[src/rtl/ling_adder_64_if.sv]
// ling_adder_64_if: operand/result bundle for the registered Ling adder.
//   ain, bin : operands, unsigned, N bits
//   cin      : carry-in
//   s        : registered sum, N bits
//   cout     : registered carry-out (sum bit N)
// Modports: master drives the operands and reads the result; slave is the adder.
interface ling_adder_64_if #(
   parameter int N = 64
);
   logic [N-1:0] ain;
   logic [N-1:0] bin;
   logic         cin;
   logic [N-1:0] s;
   logic         cout;

   modport master (
      output ain, bin, cin,
      input  s, cout
   );

   modport slave (
      input  ain, bin, cin,
      output s, cout
   );
endinterface

[src/rtl/ling_adder_64.sv]
// ling_adder_64: registered 64-bit adder, {cout, s} = ain + bin + cin, built on a
// Kogge-Stone prefix tree that evaluates the Ling pseudo-carry H.
// Ports:
//   clk  : rising-edge clock
//   rst  : synchronous, active-high reset; clears every register
//   bus  : ling_adder_64_if.slave (ain, bin, cin in; s, cout out)
// Build option LING_ADDER_INPUT_REG_EN: adds an input register stage in front of
// the core, making latency 2 cycles instead of 1 (throughput stays 1 per cycle).
module ling_adder_64 (
   input  logic             clk,
   input  logic             rst,
   ling_adder_64_if.slave   bus
);
   localparam int N      = 64;
   localparam int LEVELS = $clog2(N);

   logic [N-1:0] a_core;
   logic [N-1:0] b_core;
   logic         c_core;

`ifdef LING_ADDER_INPUT_REG_EN
   logic [N-1:0] ain_q, ain_d;
   logic [N-1:0] bin_q, bin_d;
   logic         cin_q, cin_d;

   always_comb begin
      ain_d = bus.ain;
      bin_d = bus.bin;
      cin_d = bus.cin;
   end

   always_ff @(posedge clk) begin
      if (rst) begin
         ain_q <= '0;
         bin_q <= '0;
         cin_q <= 1'b0;
      end else begin
         ain_q <= ain_d;
         bin_q <= bin_d;
         cin_q <= cin_d;
      end
   end

   assign a_core = ain_q;
   assign b_core = bin_q;
   assign c_core = cin_q;
`else
   assign a_core = bus.ain;
   assign b_core = bus.bin;
   assign c_core = bus.cin;
`endif

   // Kogge-Stone prefix over (G, T) pairs. Each loop pass is one tree level:
   // every bit combines with the bit 2^lvl below it in parallel. Bits closer
   // to the bottom than the span keep their value (shifted-in zeros for G,
   // a ones mask for T).
   function automatic logic [N-1:0] ling_prefix(input logic [N-1:0] g_in,
                                                input logic [N-1:0] t_in);
      logic [N-1:0] g_v;
      logic [N-1:0] t_v;
      logic [N-1:0] one_v;
      logic [N-1:0] low_mask;
      g_v   = g_in;
      t_v   = t_in;
      one_v = {{(N-1){1'b0}}, 1'b1};
      for (int lvl = 0; lvl < LEVELS; lvl++) begin
         low_mask = (one_v << (1 << lvl)) - one_v;
         g_v      = g_v | (t_v & (g_v << (1 << lvl)));
         t_v      = t_v & ((t_v << (1 << lvl)) | low_mask);
      end
      return g_v;
   endfunction

   logic [N-1:0] g_bit, t_bit, d_bit;
   logic [N-1:0] g_lead, t_shift;
   logic [N-1:0] h_ling;
   logic [N-1:0] carry;

   logic [N-1:0] s_q, s_d;
   logic         cout_q, cout_d;

   always_comb begin
      g_bit   = a_core & b_core;
      t_bit   = a_core | b_core;
      d_bit   = a_core ^ b_core;
      // Ling pairs use the transmit of the bit below. cin is folded into bit 0
      // (H_0 = g_0 | cin), so bit 0 needs no transmit term.
      g_lead  = {g_bit[N-1:1], g_bit[0] | c_core};
      t_shift = {t_bit[N-2:0], 1'b0};
      h_ling  = ling_prefix(g_lead, t_shift);
      // Real carry recovered from the pseudo-carry: c_i = t_{i-1} & H_{i-1}.
      carry   = {t_bit[N-2:0] & h_ling[N-2:0], c_core};
      s_d     = d_bit ^ carry;
      cout_d  = t_bit[N-1] & h_ling[N-1];
   end

   always_ff @(posedge clk) begin
      if (rst) begin
         s_q    <= '0;
         cout_q <= 1'b0;
      end else begin
         s_q    <= s_d;
         cout_q <= cout_d;
      end
   end

   assign bus.s    = s_q;
   assign bus.cout = cout_q;
endmodule

[src/flat_wrapper.sv]
// flat-port wrapper written by rule: the top's interface ports become plain ports
module ling_adder_64_flat 
  (clk, rst, bus_ain, bus_bin, bus_cin, bus_s, bus_cout);
  ling_adder_64_if #(.N(64)) bus_i ();
  input  logic clk;
  input  logic rst;
  input wire logic [$bits(bus_i.ain)-1:0] bus_ain;
  input wire logic [$bits(bus_i.bin)-1:0] bus_bin;
  input wire logic [$bits(bus_i.cin)-1:0] bus_cin;
  output wire logic [$bits(bus_i.s)-1:0] bus_s;
  output wire logic [$bits(bus_i.cout)-1:0] bus_cout;
  assign bus_i.ain = bus_ain;
  assign bus_i.bin = bus_bin;
  assign bus_i.cin = bus_cin;
  assign bus_s = bus_i.s;
  assign bus_cout = bus_i.cout;
  ling_adder_64 u_core (.clk(clk), .rst(rst), .bus(bus_i));
endmodule
[config.mk]
export PLATFORM = sky130hd
export DESIGN_NAME = ling_adder_64_flat
export DESIGN_NICKNAME = d
export VERILOG_FILES = /design/src/rtl/ling_adder_64_if.sv /design/src/rtl/ling_adder_64.sv /design/src/flat_wrapper.sv
export SDC_FILE = /design/constraint.sdc
export NUM_CORES = 1
export LEC_CHECK = 0
export ABC_CLOCK_PERIOD_IN_PS = 4500
export BUFFER_PORTS_ARGS = -buffer_cell sky130_fd_sc_hd__buf_2
export CAP_MARGIN = 30
export CORE_MARGIN = 8
export CORE_UTILIZATION = 50
export CTS_CLUSTER_SIZE = 14
export DETAILED_ROUTE_END_ITERATION = 10
export PLACE_DENSITY = 0.77
export RECOVER_POWER = 25
export REMOVE_ABC_BUFFERS = 1
export SLEW_MARGIN = 20
export SYNTH_ARGS = -nofsm -noshare
export SYNTH_HDL_FRONTEND = slang
export SYNTH_SLANG_ARGS = --single-unit
[constraint.sdc]
create_clock -name clk -period 4.5 [get_ports clk]
set_input_delay 0 -clock clk [delete_from_list [all_inputs] [get_ports clk]]
set_output_delay 0 -clock clk [all_outputs]
set_load 0.03 [all_outputs]
Word-level counts from Yosys, hierarchy flattened
Cells that the tools add are included.
{"block": "word_totals", "romBits": 0, "mem_bits_rw": 0, "memories": 0, "inputBits": 131, "latch_bits": 0, "regBits": 65, "output_inout_bits": 65}
{"block": "classes", "muxes": 0, "n_mul": 0, "addsub": 0, "bitwise_logic": 24, "shifts": 0, "div": 0, "n_eq_ne": 0, "order_cmp": 0, "reduce_logical": 0}
{"cell": "64-bit bitwise AND", "n": 12}
{"cell": "64-bit bitwise OR", "n": 7}
{"cell": "64-bit XOR", "n": 2}
{"cell": "63-bit bitwise AND", "n": 1}
{"cell": "1-bit bitwise AND", "n": 1}
{"cell": "1-bit bitwise OR", "n": 1}

Logic depth before layout (Yosys ltp)
{"block": "depth", "word_depth": 16, "ltp_mapped": 14}

Worst setup path after synthesis
OpenSTA, ideal clock, no wires.
{"block": "synth_path", "path_kind": "input-to-reg", "from": "input port bus_bin[11]", "to": "register u_core.s_q[44] (netlist: u_core.bus.s[44])", "slack_ps": 1913, "arrival_ps": 2460, "cell_stages": 13, "t_required_ps": 4372, "n_path_buf": 0, "setup_ps": 128, "cell_sequence": "inv_1 ha_1 or4_4 nor3_4 a211oi_1 a31oi_2 o2111a_1 or2_1 a21oi_1 or4b_1 a21oi_2 xnor2_1 nor2_1"}
{"block": "synth_between", "elab_chain_cells": 10, "elab_cells_between_ends": 16, "classes_between": "bitwise: 16"}
{"item": "from (decl)", "line_no": "flat_wrapper.sv:8", "source": "input wire logic [$bits(bus_i.bin)-1:0] bus_bin;"}
{"item": "64-bit bitwise OR or 64-bit bitwise AND (tied branches)", "line_no": "ling_adder_64.sv:84, ling_adder_64.sv:83"}
{"item": "64-bit bitwise AND or 64-bit bitwise OR (tied branches) (5 in a row)", "line_no": "ling_adder_64.sv:69, ling_adder_64.sv:68"}
{"item": "64-bit bitwise AND (*)", "line_no": "ling_adder_64.sv:68", "source": "g_v = g_v | (t_v & (g_v << (1 << lvl)));"}
{"item": "64-bit bitwise OR (*)", "line_no": "ling_adder_64.sv:68"}
{"item": "63-bit bitwise AND (*)", "line_no": "ling_adder_64.sv:92", "source": "carry = {t_bit[N-2:0] & h_ling[N-2:0], c_core};"}
{"item": "64-bit XOR (*)", "line_no": "ling_adder_64.sv:93", "source": "s_d = d_bit ^ carry;"}
{"item": "to (signal assigned)", "line_no": "ling_adder_64.sv:99", "source": "s_q <= '0;"}
{"item": "to (signal assigned)", "line_no": "ling_adder_64.sv:102", "source": "s_q <= s_d;"}
{"item": "to (decl)", "line_no": "ling_adder_64.sv:79", "source": "logic [N-1:0] s_q, s_d;"}
Mark *: on every way between the ends. The rest lies on a longest branch, timed or not.
A chain may end at the register's enable or synchronous reset.

Worst setup path in the final report
{"block": "layout_path", "from": "input port bus_bin[19]", "to": "register u_core.s_q[61] (netlist: u_core.bus.s[61])"}
{"block": "layout_between", "elab_chain_cells": 12, "elab_cells_between_ends": 20, "classes_between": "bitwise: 20"}
{"item": "64-bit bitwise OR or 64-bit bitwise AND (tied branches)", "line_no": "ling_adder_64.sv:84, ling_adder_64.sv:83"}
{"item": "64-bit bitwise AND (on tied branches)", "line_no": "ling_adder_64.sv:68, ling_adder_64.sv:69"}
{"item": "64-bit bitwise OR, or another cell as far along", "line_no": "ling_adder_64.sv:68"}
{"item": "64-bit bitwise OR or 64-bit bitwise AND (tied branches)", "line_no": "ling_adder_64.sv:68"}
{"item": "64-bit bitwise OR", "line_no": "ling_adder_64.sv:68"}
{"item": "64-bit bitwise AND", "line_no": "ling_adder_64.sv:68"}
{"item": "64-bit bitwise OR", "line_no": "ling_adder_64.sv:68"}
{"item": "64-bit bitwise OR (*)", "line_no": "ling_adder_64.sv:68"}
{"item": "64-bit bitwise AND (*)", "line_no": "ling_adder_64.sv:68"}
{"item": "64-bit bitwise OR (*)", "line_no": "ling_adder_64.sv:68"}
{"item": "63-bit bitwise AND (*)", "line_no": "ling_adder_64.sv:92"}
{"item": "64-bit XOR (*)", "line_no": "ling_adder_64.sv:93"}
Marked as above.

==> reports/results.ini <==
[route]
ant_nets=0
drtIter0Drc=587
viasPerCell=5.27
first_pass_iters=6
drt-total-wl_um=19800
drc=0
vias=6804
drt-wirelength-per-cell_um=15.4

[global_routing]
track_usage=0.215
antenna_found_initial=0
grt_pass1_vias=6943
grt.overflow.total=0
grt_start_max_net_pins=43
grt_pass1_wl_um=32400

[yosys]
synthTopCellsByArea=ha_1 (33%), dfxtp_1 (18%), nor2_1 (7.6%)
postSynthAreaPerCell_um2=7.91
ys_seq_elements=65
synthesis.area_um2=7170
synth_edf_count=0
async_flop_share=0
synth-seq-area-share=0.181
synthCells=907
synth_commonest_cells=ha_1 (188), nor2_1 (146), inv_1 (141)
synth-main-ff-cell=dfxtp_1
synthDistinctLibCells=61
yosysMostFrequentCell=ha_1
synth_area_leader_cell=ha_1
synth.top_cell.area_share=0.328
synth_warnings=0

[place]
finalWeightedCongestion=0.888
hpwl_um=16300
placed_cells=1274
port_buffers=195

[die]
die-width_um=136
die-area_um2=18400
start_util=0.515
ios=196
die_h_um=136
rows=43
core_area_um2=13900

[setup_path]
critPathCaptureType=register
slowest_delay_ns=0.68
path_cells=buf_2, inv_1, ha_1, nor4_1, a21oi_1, o21ai_0, a31oi_1, o41ai_1, a41o_1, a21oi_1, nor2_1, o2bb2ai_1, mux2_2
cp.arrival_ns=3.17
start_kind=primary input
worstPathMaxFanout=7
worstSetupPathType=primary input to register
cp_slowest_cell=o41ai_1
crit_top_cell=a21oi_1
required_ns=4.74

[power_and_ir_drop]
p_leak_nw=4.60
powerDensity_nw_per_um2=283
power_mw=2.45
vdd_drop_max_mv=0.185

[layout]
drive_above_1_share=0.181
fin_util=0.621
instances_no_fill=1290
nets=1426
antenna_cells=0
syn_to_final_growth_pct=20.6

[job]
drv_cap=1

[min_path]
hold_class=primary input to register

[run_status]
status=finished, violations left
failed_checks=max-capacitance violations, max-slew violations

[cts]
root_buffer=clkbuf_16
clk_pin_slew_ns=0.06
post-cts-setup-buffers=0
htreeDepth=3
cts_resized=0
cts_tree=built
cts_hold_buf=0
clockBufferDepth=2
cts_sinks=65
cts_buffers=9

[sta]
relSlewSlack=-0.434
hold_viol=0
setup_viol=0
holdWs_ns=0.0336
rsz0062_at_grt=false
setup_tns_ns=0
fmax_mhz=341
min_period_ns=2.93
tightest_slew_ns=2.15
finalCritPeriodShare=0.652
final-max-slew-violation-count=43

layout make-up:
cell class              instances  area, um2
flip-flops and latches         65       1300
inverters                     141        529
fillers                      1284       5280
clock inverters                 7        119
clock buffers                   9        225
multi-input cells             692       5310
repair buffers                196        943
well taps                     180        225
cells in the final DEF, fill, tap and decap left out, types with 3 or more instances in the layout:
cell       instances
a211o_1            4
a211oi_1           7
a21boi_0           3
a21oi_1           49
a31oi_1           13
buf_2            163
bufinv_16          3
clkbuf_1          32
clkbuf_16          9
dfxtp_1           65
ha_1             188
inv_1            141
nand2_1           25
nand2b_1           4
nand3_1            8
nand4_1            3
nor2_1           146
nor2b_1           11
nor3_1            21
nor3b_1            3
nor4_1            15
o211ai_1           4
o21a_1             3
o21ai_0           31
o21bai_1           3
o31a_1            13
o31ai_1           26
or2_2              8
or3_1             21
xnor2_1           32
xor2_1             9
through the flow:
step	instance area (um2)	setup slack, ns
2_1_floorplan	7140	1.93
3_3_place_gp	8350	1.42
3_5_place_dp	8350	1.29
4_1_cts	8690	1.63
5_1_grt	8650	1.37
6_report	8650	1.57
path summary, 6_finish.rpt:
| kind | from | end | cells after the start |
|---|---|---|---|
| worst max-delay path | bus_bin[19] | u_core.bus.s[61]$_SDFF_PP0_ | 13 |
| worst min-delay path | bus_ain[63] | u_core.bus.cout$_SDFF_PP0_ | 4 |
report_power, final:
group / total [mW] / switching [mW] / internal (mW) / leakage [nW]
logic: 0.935 / 0.593 / 0.342 / 3.89
registers: 0.675 / 0.0213 / 0.654 / 0.541
clock network: 0.840 / 0.298 / 0.541 / 0.162
worst max-delay path: cells and delay by family:
kind / cells / cell delay [ns]
and+or+nand+nor: 2 / 0.64
adders and majority gates: 1 / 0.29
buffers and inverters: 2 / 0.14
AOI/OAI and AO/OA: 7 / 1.74
muxes: 1 / 0.35
sequential cells by signal, indices dropped and copies added (netlist names):
| signal | cells |
|---|---|
| u_core.bus.s | 64 |
| u_core.bus.cout | 1 |
layer usage:
layer	GRT usage	vias to the layer above	routed length (um)
li1	-	3455	-
met1	0.256	3069	8540
met2	0.368	240	9310
met3	0.0441	40	1450
met4	0.0857	0	521
met5	0	-	0
logic make-up after synthesis:
kind of cell,count (synthesis),share of synthesized area
simple gates,281,0.189
fa+ha+maj,190,0.333
compound gates,179,0.166
buf+inv,150,0.0785
flops,65,0.181
xor+xnor,41,0.0501
mux,1,0.00157
No activity file was read; power rests on OpenSTA's default activity.
